`src/rtl/logic_value_pkg.sv`:
```
// logic_value_pkg: shared definitions for the four-state bus monitor.
//   - Monitor FSM state encodings (2 bits) and the matching enum type.
//   - Category indices used to address the per-class masks, popcounts and
//     tally counters.
package logic_value_pkg;

  localparam logic [1:0] IDLE    = 2'd0;
  localparam logic [1:0] OBSERVE = 2'd1;
  localparam logic [1:0] SETTLED = 2'd2;
  localparam logic [1:0] FAULT   = 2'd3;

  typedef enum logic [1:0] {
    ST_IDLE    = IDLE,
    ST_OBSERVE = OBSERVE,
    ST_SETTLED = SETTLED,
    ST_FAULT   = FAULT
  } state_e;

  localparam int CAT_ZERO = 0;
  localparam int CAT_ONE  = 1;
  localparam int CAT_UNK  = 2;
  localparam int CAT_IMP  = 3;
  localparam int NCAT     = 4;

endpackage

```
`src/rtl/logic_value_classify.sv`:
```
// logic_value_classify: combinational four-state bit classifier.
//   i_bus  : WIDTH four-state bits under observation.
//   o_mask : per category (CAT_ZERO/ONE/UNK/IMP) a WIDTH-bit mask, exactly one
//            mask bit set per bus bit.
//   o_pop  : per category the popcount of its mask (the four sum to WIDTH).
// Classification relies on case equality against x and z, so this block is
// a behavioural/teaching model and does not synthesize to real x detection.
module logic_value_classify
  import logic_value_pkg::*;
#(
  parameter int WIDTH = 10,
  parameter int PC_W  = $clog2(WIDTH + 1)
) (
  input  logic [WIDTH-1:0]                i_bus,
  output logic [NCAT-1:0][WIDTH-1:0]      o_mask,
  output logic [NCAT-1:0][PC_W-1:0]       o_pop
);

  always_comb begin
    o_mask = '0;
    for (int i = 0; i < WIDTH; i++) begin
      if (i_bus[i] === 1'b0)      o_mask[CAT_ZERO][i] = 1'b1;
      else if (i_bus[i] === 1'b1) o_mask[CAT_ONE][i]  = 1'b1;
      else if (i_bus[i] === 1'bx) o_mask[CAT_UNK][i]  = 1'b1;
      else                        o_mask[CAT_IMP][i]  = 1'b1;
    end
  end

  always_comb begin
    o_pop = '0;
    for (int c = 0; c < NCAT; c++) begin
      for (int i = 0; i < WIDTH; i++) begin
        o_pop[c] = o_pop[c] + PC_W'(o_mask[c][i]);
      end
    end
  end

endmodule

```
`src/rtl/logic_value_monitor.sv`:
```
// logic_value_monitor: samples a four-state bus every enabled clock, tallies
// bits by class (0/1/x/z) with saturating counters and tracks bus health.
//   clk, rst       : clock (rising edge), synchronous active-high reset.
//   i_en           : sample enable; all state holds while low.
//   i_clear        : synchronous soft clear, same effect as rst.
//   i_bus          : WIDTH-bit four-state bus.
//   o_*_cnt        : CNT_W-bit saturating tallies of 0, 1, x and z bits.
//   o_state        : IDLE=0, OBSERVE=1, SETTLED=2, FAULT=3.
//   o_settled      : registered decode of SETTLED.
//   o_fault        : registered decode of FAULT.
//   o_last_known   : last clean value that reached SETTLED.
// All outputs are registered: the sample taken at edge N is visible after N.
module logic_value_monitor
  import logic_value_pkg::*;
#(
  parameter int WIDTH         = 10,
  parameter int CNT_W         = 16,
  parameter int STABLE_CYCLES = 4
) (
  input  logic             clk,
  input  logic             rst,
  input  logic             i_en,
  input  logic             i_clear,
  input  logic [WIDTH-1:0] i_bus,
  output logic [CNT_W-1:0] o_zero_cnt,
  output logic [CNT_W-1:0] o_one_cnt,
  output logic [CNT_W-1:0] o_unk_cnt,
  output logic [CNT_W-1:0] o_imp_cnt,
  output logic [1:0]       o_state,
  output logic             o_settled,
  output logic             o_fault,
  output logic [WIDTH-1:0] o_last_known
);

  localparam int PC_W  = $clog2(WIDTH + 1);
  localparam int SUM_W = ((CNT_W > PC_W) ? CNT_W : PC_W) + 1;
  localparam int RUN_W = 8;
  localparam logic [RUN_W-1:0] STABLE = RUN_W'(STABLE_CYCLES);

  logic [NCAT-1:0][WIDTH-1:0] mask;
  logic [NCAT-1:0][PC_W-1:0]  pop;

  logic_value_classify #(
    .WIDTH (WIDTH),
    .PC_W  (PC_W)
  ) u_classify (
    .i_bus  (i_bus),
    .o_mask (mask),
    .o_pop  (pop)
  );

  // A sample is clean when every bit is a solid 0 or 1; its value is then
  // exactly the ones-mask.
  logic             clean;
  logic [WIDTH-1:0] sample;
  assign clean  = &(mask[CAT_ZERO] | mask[CAT_ONE]);
  assign sample = mask[CAT_ONE];

  function automatic logic [CNT_W-1:0] sat_add(input logic [CNT_W-1:0] a,
                                               input logic [PC_W-1:0]  b);
    logic [SUM_W-1:0] s;
    s = SUM_W'(a) + SUM_W'(b);
    if (s > SUM_W'({CNT_W{1'b1}})) return {CNT_W{1'b1}};
    return s[CNT_W-1:0];
  endfunction

  // Run lengths only matter up to the threshold, so they stop there.
  function automatic logic [RUN_W-1:0] run_inc(input logic [RUN_W-1:0] r);
    if (r >= STABLE) return STABLE;
    return r + 1'b1;
  endfunction

  logic [NCAT-1:0][CNT_W-1:0] cnt_q, cnt_d;
  state_e                     state_q, state_d;
  logic [RUN_W-1:0]           run_q, run_d;
  logic [RUN_W-1:0]           dirty_q, dirty_d;
  logic [WIDTH-1:0]           prev_q, prev_d;
  logic [WIDTH-1:0]           last_q, last_d;
  logic                       settled_q, settled_d;
  logic                       fault_q, fault_d;

  always_comb begin
    cnt_d   = cnt_q;
    state_d = state_q;
    run_d   = run_q;
    dirty_d = dirty_q;
    prev_d  = prev_q;
    last_d  = last_q;

    if (i_clear) begin
      cnt_d   = '0;
      state_d = ST_IDLE;
      run_d   = '0;
      dirty_d = '0;
      prev_d  = '0;
      last_d  = '0;
    end else if (i_en) begin
      for (int c = 0; c < NCAT; c++) begin
        cnt_d[c] = sat_add(cnt_q[c], pop[c]);
      end

      case (state_q)
        // Leaving IDLE treats the enabling sample as the first observed one.
        ST_IDLE, ST_OBSERVE: begin
          if (clean) begin
            run_d   = (sample == prev_q) ? run_inc(run_q) : RUN_W'(1);
            dirty_d = '0;
            prev_d  = sample;
            if (run_d >= STABLE) begin
              state_d = ST_SETTLED;
              last_d  = sample;
            end else begin
              state_d = ST_OBSERVE;
            end
          end else begin
            run_d   = '0;
            dirty_d = run_inc(dirty_q);
            state_d = (dirty_d >= STABLE) ? ST_FAULT : ST_OBSERVE;
          end
        end

        // Any disturbance drops back to OBSERVE with that sample already
        // counted as the first of its run.
        ST_SETTLED: begin
          if (!(clean && (sample == prev_q))) begin
            state_d = ST_OBSERVE;
            if (clean) begin
              run_d   = RUN_W'(1);
              dirty_d = '0;
              prev_d  = sample;
            end else begin
              run_d   = '0;
              dirty_d = RUN_W'(1);
            end
          end
        end

        // FAULT is sticky; only reset or clear leaves it.
        ST_FAULT: begin
        end

        default: state_d = ST_IDLE;
      endcase
    end

    settled_d = (state_d == ST_SETTLED);
    fault_d   = (state_d == ST_FAULT);
  end

  always_ff @(posedge clk) begin
    if (rst) begin
      cnt_q     <= '0;
      state_q   <= ST_IDLE;
      run_q     <= '0;
      dirty_q   <= '0;
      prev_q    <= '0;
      last_q    <= '0;
      settled_q <= 1'b0;
      fault_q   <= 1'b0;
    end else begin
      cnt_q     <= cnt_d;
      state_q   <= state_d;
      run_q     <= run_d;
      dirty_q   <= dirty_d;
      prev_q    <= prev_d;
      last_q    <= last_d;
      settled_q <= settled_d;
      fault_q   <= fault_d;
    end
  end

  assign o_zero_cnt   = cnt_q[CAT_ZERO];
  assign o_one_cnt    = cnt_q[CAT_ONE];
  assign o_unk_cnt    = cnt_q[CAT_UNK];
  assign o_imp_cnt    = cnt_q[CAT_IMP];
  assign o_state      = state_q;
  assign o_settled    = settled_q;
  assign o_fault      = fault_q;
  assign o_last_known = last_q;

endmodule

```
`config.mk`:
```
export PLATFORM = sky130hd
export DESIGN_NAME = logic_value_monitor
export DESIGN_NICKNAME = d
export VERILOG_FILES = /design/src/rtl/logic_value_pkg.sv /design/src/rtl/logic_value_classify.sv /design/src/rtl/logic_value_monitor.sv
export SDC_FILE = /design/constraint.sdc
export NUM_CORES = 1
export LEC_CHECK = 0
export CORE_MARGIN = 5
export CORE_UTILIZATION = 50
export DETAILED_ROUTE_END_ITERATION = 6
export GPL_ROUTABILITY_DRIVEN = 0
export PLACE_DENSITY = 0.92
export SYNTH_ARGS = -nofsm -noshare
export SYNTH_HDL_FRONTEND = slang
export SYNTH_SLANG_ARGS = --single-unit
```
`constraint.sdc`:
```
create_clock -name clk -period 7.05 [get_ports clk]
set_input_delay 1.0575 -clock clk [delete_from_list [all_inputs] [get_ports clk]]
set_output_delay 1.0575 -clock clk [all_outputs]
set_load 0.01 [all_outputs]
```
Word-level counts from Yosys, hierarchy flattened
Cells that the tools add are included.

Input bits: 14. Register bits after elaboration: 104. Logic and storage cells: 257. Output and inout port bits: 78.

Multiplexer cells: 151. Bitwise gates (word level): 1. Reductions and logical operators: 8. Eq/ne operators: 36. Magnitude comparators: 8. Add/sub/neg operators: 42.

Operators with widths (number): $mux 8 (17); $add 4x1->4 (32); $mux 16 (8); $mux 1 (114); $add 16x4->17 (4); $gt 17x16->1 const B (4); $ge 8x3->1 const B (4); $pmux 8 s2 (2); $eqx 1x1->1 const B (30); $mux 10 (2); $pmux 10 s2 (1); $add 8x1->8 const B (2); $reduce_and 13->1 (1); $mux 2 (6); $eq 10x10->1 (1); $or 10x10->10 (1); $reduce_and 10->1 (1); $add 1x1->2 (4); $eq 2x2->1 const B (3); $pmux 2 s2 (1); $reduce_or 2->1 (2); $reduce_and 3->1 (1); $eq 2x1->1 const B (1); $logic_not 2->1 (1); 3 further kinds (3).

Longest topological paths before layout
Word-level depth: 22. Mapped depth: 17. Depth with buffers taken out: 16.

By module
From an unflattened synthesis, not the netlist that was laid out.

Cell total of the unflattened synthesis: 644. Area, all modules: 5803.1 µm².

By module, submodules not included: logic_value_monitor (cells an instance 556, times used 1, sequential area each 2082.0 µm², area an instance 5087.4 µm²); logic_value_classify (cells an instance 88, times used 1, sequential area each 0.0 µm², area an instance 715.7 µm²).

Least setup slack after synthesis
Ideal clock, no wire load.

Kind: input port to flip-flop. From: input port i_bus[0]. To: register cnt_q (netlist bit o_zero_cnt[10]). Data required time: 6.980 ns. Arrival: 5.194 ns. Path slack: 1.786 ns. Stages: 15. Setup time: 0.070 ns. Path buffers: 1. Path through: inv_1 > ha_1 > fa_1 > fa_1 > fa_1 > fa_1 > inv_1 > fa_1 > fa_1 > nor2b_1 > o21a_1 > o2111a_1 > nand4_1 > buf_2 > a21oi_1.

Longest elaborated chain between the ends: 17.

Ends and longest elaborated chain: start: declaration (line logic_value_monitor.sv:24) `input logic [WIDTH-1:0] i_bus,`; $eqx 1x1->1 (*) (line logic_value_classify.sv:22) `if (i_bus[i] === 1'b0) o_mask[CAT_ZERO][i] = 1'b1;`; $mux 1 (*) (line logic_value_classify.sv:22); $add 1x1->2 (*) (line logic_value_classify.sv:33) `o_pop[c] = o_pop[c] + PC_W'(o_mask[c][i]);`; $add 4x1->4 (*) (8 in a row) (line logic_value_classify.sv:33); $add 16x4->17 (*) (line logic_value_monitor.sv:62) `s = SUM_W'(a) + SUM_W'(b);`; $gt 17x16->1 (line logic_value_monitor.sv:63) `if (s > SUM_W'({CNT_W{1'b1}})) return {CNT_W{1'b1}};`; $mux 1 (line logic_value_monitor.sv:63); $mux 1 (line logic_value_monitor.sv:97) `end else if (i_en) begin`; $mux 1 (line logic_value_monitor.sv:90) `if (i_clear) begin`; $mux 16 (*) (line logic_value_monitor.sv:64) `return s[CNT_W-1:0];`; end signal: assignment (line logic_value_monitor.sv:161) `cnt_q <= cnt_d;`; end: declaration (line logic_value_monitor.sv:73) `logic [NCAT-1:0][CNT_W-1:0] cnt_q, cnt_d;`.

Every way passes the cells marked *; elsewhere a longest branch is shown, timed or not. The select of a mux whose other input is x is not followed. A chain may end at the register's enable or synchronous reset.

Worst setup path in the final report
From: input port i_bus[0]. To: register cnt_q (netlist bit o_zero_cnt[4]).

The elaborated chain is that of the path after synthesis.

==> run metrics <==
ANT nets after route=0; nets@finish=555; max incr delay on CP=590 ps; sequential share of the synthesized area=0.396; router iterations before antenna repair=4; antenna cells=0; CTS H-tree lvls=3; wire per inst=approximately 14 um; Seq cells post-synth=80; final hold vios=0; Starting Density=0.519; Clock Root Buffer=clkbuf_8; layout cells sized above 1=0.0508; first-pass GRT wire length=roughly 15,000 um; Die X=100 um; Arr. time, crit path=6370 ps; CP Class=in -> reg; Die H=about 100 um; Worst Clk Skew=about 10 ps; cts hold-fix bufs=0; DRT iter0 DRCs=200; Via Count=approximately 3,200; post-layout util=0.642; EDFF count, synth=0; Area Growth Syn to Fin=23.8%; Hold Slack=approximately 470 ps; Post-Synthesis Cells=roughly 440; CP endpoint kind=flop; clk buf depth=2; placed insts=around 600; # fillers=620; Num Clock Sinks=80; Max Freq=approximately 160 MHz; post-DR vias/cell=~5.3; syn_area_per_cell=approximately 9.3 um2; max_slew headroom=0.263; largest net degree at the start of global routing=50; grt ovf=0; maximum vdd drop=~0.12 mV; I/O Pins=between 90 and 100; RSZ-0062 raised after global routing=false; CTS tree=yes; CP cell instances=clkdlybuf4s50_1 > inv_1 > ha_1 > fa_1 > fa_1 > fa_1 > fa_1 > inv_1 > fa_1 > fa_1 > nor2b_1 > o21a_1 > o2111a_1 > nand4_1 > a21oi_1; critical path's slowest cell=clkdlybuf4s50_1; initial antenna violation count=0; final wirelength=around 8700 um; Multi-input gate area=~2200 um2; top fanout value on the critical path=13; status=completed; Slew Viols, Final=0; Critical Path RT=7320 ps; Slew @ Worst Pin=1100 ps; Critical Path Start Type=primary input; Port Buf Inserts=between 70 and 80; Synth Cell Area=4050 um2; Site Rows=32; Yosys warnings=0; Max-Cap Viols=0; postcts setup bufs=0; period utilization=0.865; setup violators final=0; Die ar.=roughly 10000 um2; PD cells=slightly above 200 nW/um2; Async S/R FF share, synth=0; vias in the first global route=~3,200; final setup TNS=0 ps; HPWL Detailed=approximately 6500 um; CTS clk-pin slew, worst paths=90 ps; ys flop type=dfxtp_1; post-route minimum period=just over 6000 ps; Hold Crit Class=reg -> reg; Remaining DRCs=0; Seq. cell area=between 1500 and 2000 um2; Tot GR Track Use=0.181; final std cells w/o fill=614; most used cell, CP=fa_1; post-CTS sizing=0; CORE AREA=around 8000 um2; post-place setup slack=about 600 ps; Skew-Pair Late Insertion Delay=350 ps; Pleak=between 0.002 and 0.0025 uW; total CTS buffers=9; final worst slack=approximately 950 ps; Unique masters post-synth=46
Yosys cell counts, drive strengths merged, types with 3 or more instances:
cell	instances	area [um2]
dfxtp	80	1600
a21oi	41	205
inv	37	139
xor2	23	201
nand2	22	82.6
nor2	22	82.6
and2	21	131
o21ai	21	105
ha	20	250
buf	19	134
mux2i	16	160
fa	14	280
nand3	13	70.1
clkbuf	12	45.0
a211oi	10	75.1
xnor2	7	61.3
nor3	6	30.0
nand4	5	31.3
nor2b	5	31.3
and3	4	25.0
nor4	4	37.5
o211ai	4	30.0
o21bai	4	30.0
and4	3	26.3
o21a	3	22.5
layer usage:
layer / track usage / up-vias / routed length (um)
met4: 0.0705 / 0 / 170
met1: 0.220 / 1518 / 3810
li1: - / 1586 / -
met3: 0.0570 / 14 / 666
met5: 0 / - / 0
met2: 0.300 / 110 / 4050
cells in the final DEF, fill, tap and decap left out, drive strengths merged, types with 5 or more instances in the layout:
cell type      Yosys  final
xnor2              7      7
nand4              5      5
clkdlybuf4s50      0     75
fa                14     14
conb               1     16
o21ai             21     21
and2              21     21
xor2              23     23
nand3             13     13
inv               37     39
nand2             22     22
mux2i             16     16
a211oi            10     10
dfxtp             80     80
nor3               6      6
ha                20     20
a21oi             41     41
nor2b              5      5
clkbuf            12     10
nor2              22     22
logic make-up after synthesis:
logic type / synth area share
AOI/OAI and AO/OA: 0.143
xor gates and xnor gates: 0.0649
adders and majority gates: 0.131
buffers and inverters: 0.0785
DFF: 0.396
muxes: 0.0396
other: 0.000926
and+or+nand+nor: 0.147
final timing paths:
check	slack (ps)	cells past startpoint	from	endpoint
worst max-delay path	950	15	i_bus[0]	o_zero_cnt[4]
worst min-delay path	470	1	o_unk_cnt[11]	o_unk_cnt[11]
worst min register to register	470	1	o_unk_cnt[11]	o_unk_cnt[11]
worst max register to register	4500	8	o_zero_cnt[0]	o_zero_cnt[4]
registers in the layout (all words and copies together) (netlist names):
register / cells
o_state: 2
o_last_known: 10
run_q: 8
o_settled: 1
o_one_cnt: 16
o_zero_cnt: 16
o_fault: 1
o_unk_cnt: 16
prev_q: 10
power by group:
part / total [uW] / internal, uW / switching, uW
Combinational: 229 / 100 / 129
Sequential: 466 / 459 / 6.86
Clock: 321 / 142 / 179
Total: 1020 / 702 / 315
worst max-delay path, delay by kind of cell:
family / cells / cell delay (ps)
fa+ha+maj: 7 / 3110
compound gates: 3 / 820
buf+inv: 3 / 740
simple gates: 2 / 630
per-stage QoR:
stage          power [uW]  cell area, um2
2_1_floorplan         648            4110
3_3_place_gp          687            4820
3_5_place_dp          706            4820
4_1_cts              1020            5010
5_1_grt              1080            5010
6_report             1020            5010
area by class of cell:
cell class,instances,share of cell area
flip-flops and latches,80,0.320
repair buffers,77,0.153
clock inverters,6,0.0105
multi-input cells,302,0.437
well taps,102,0.0255
inverters,37,0.0277
clock buffers,10,0.0275
Note: power is estimated with default switching activity, not from simulation.
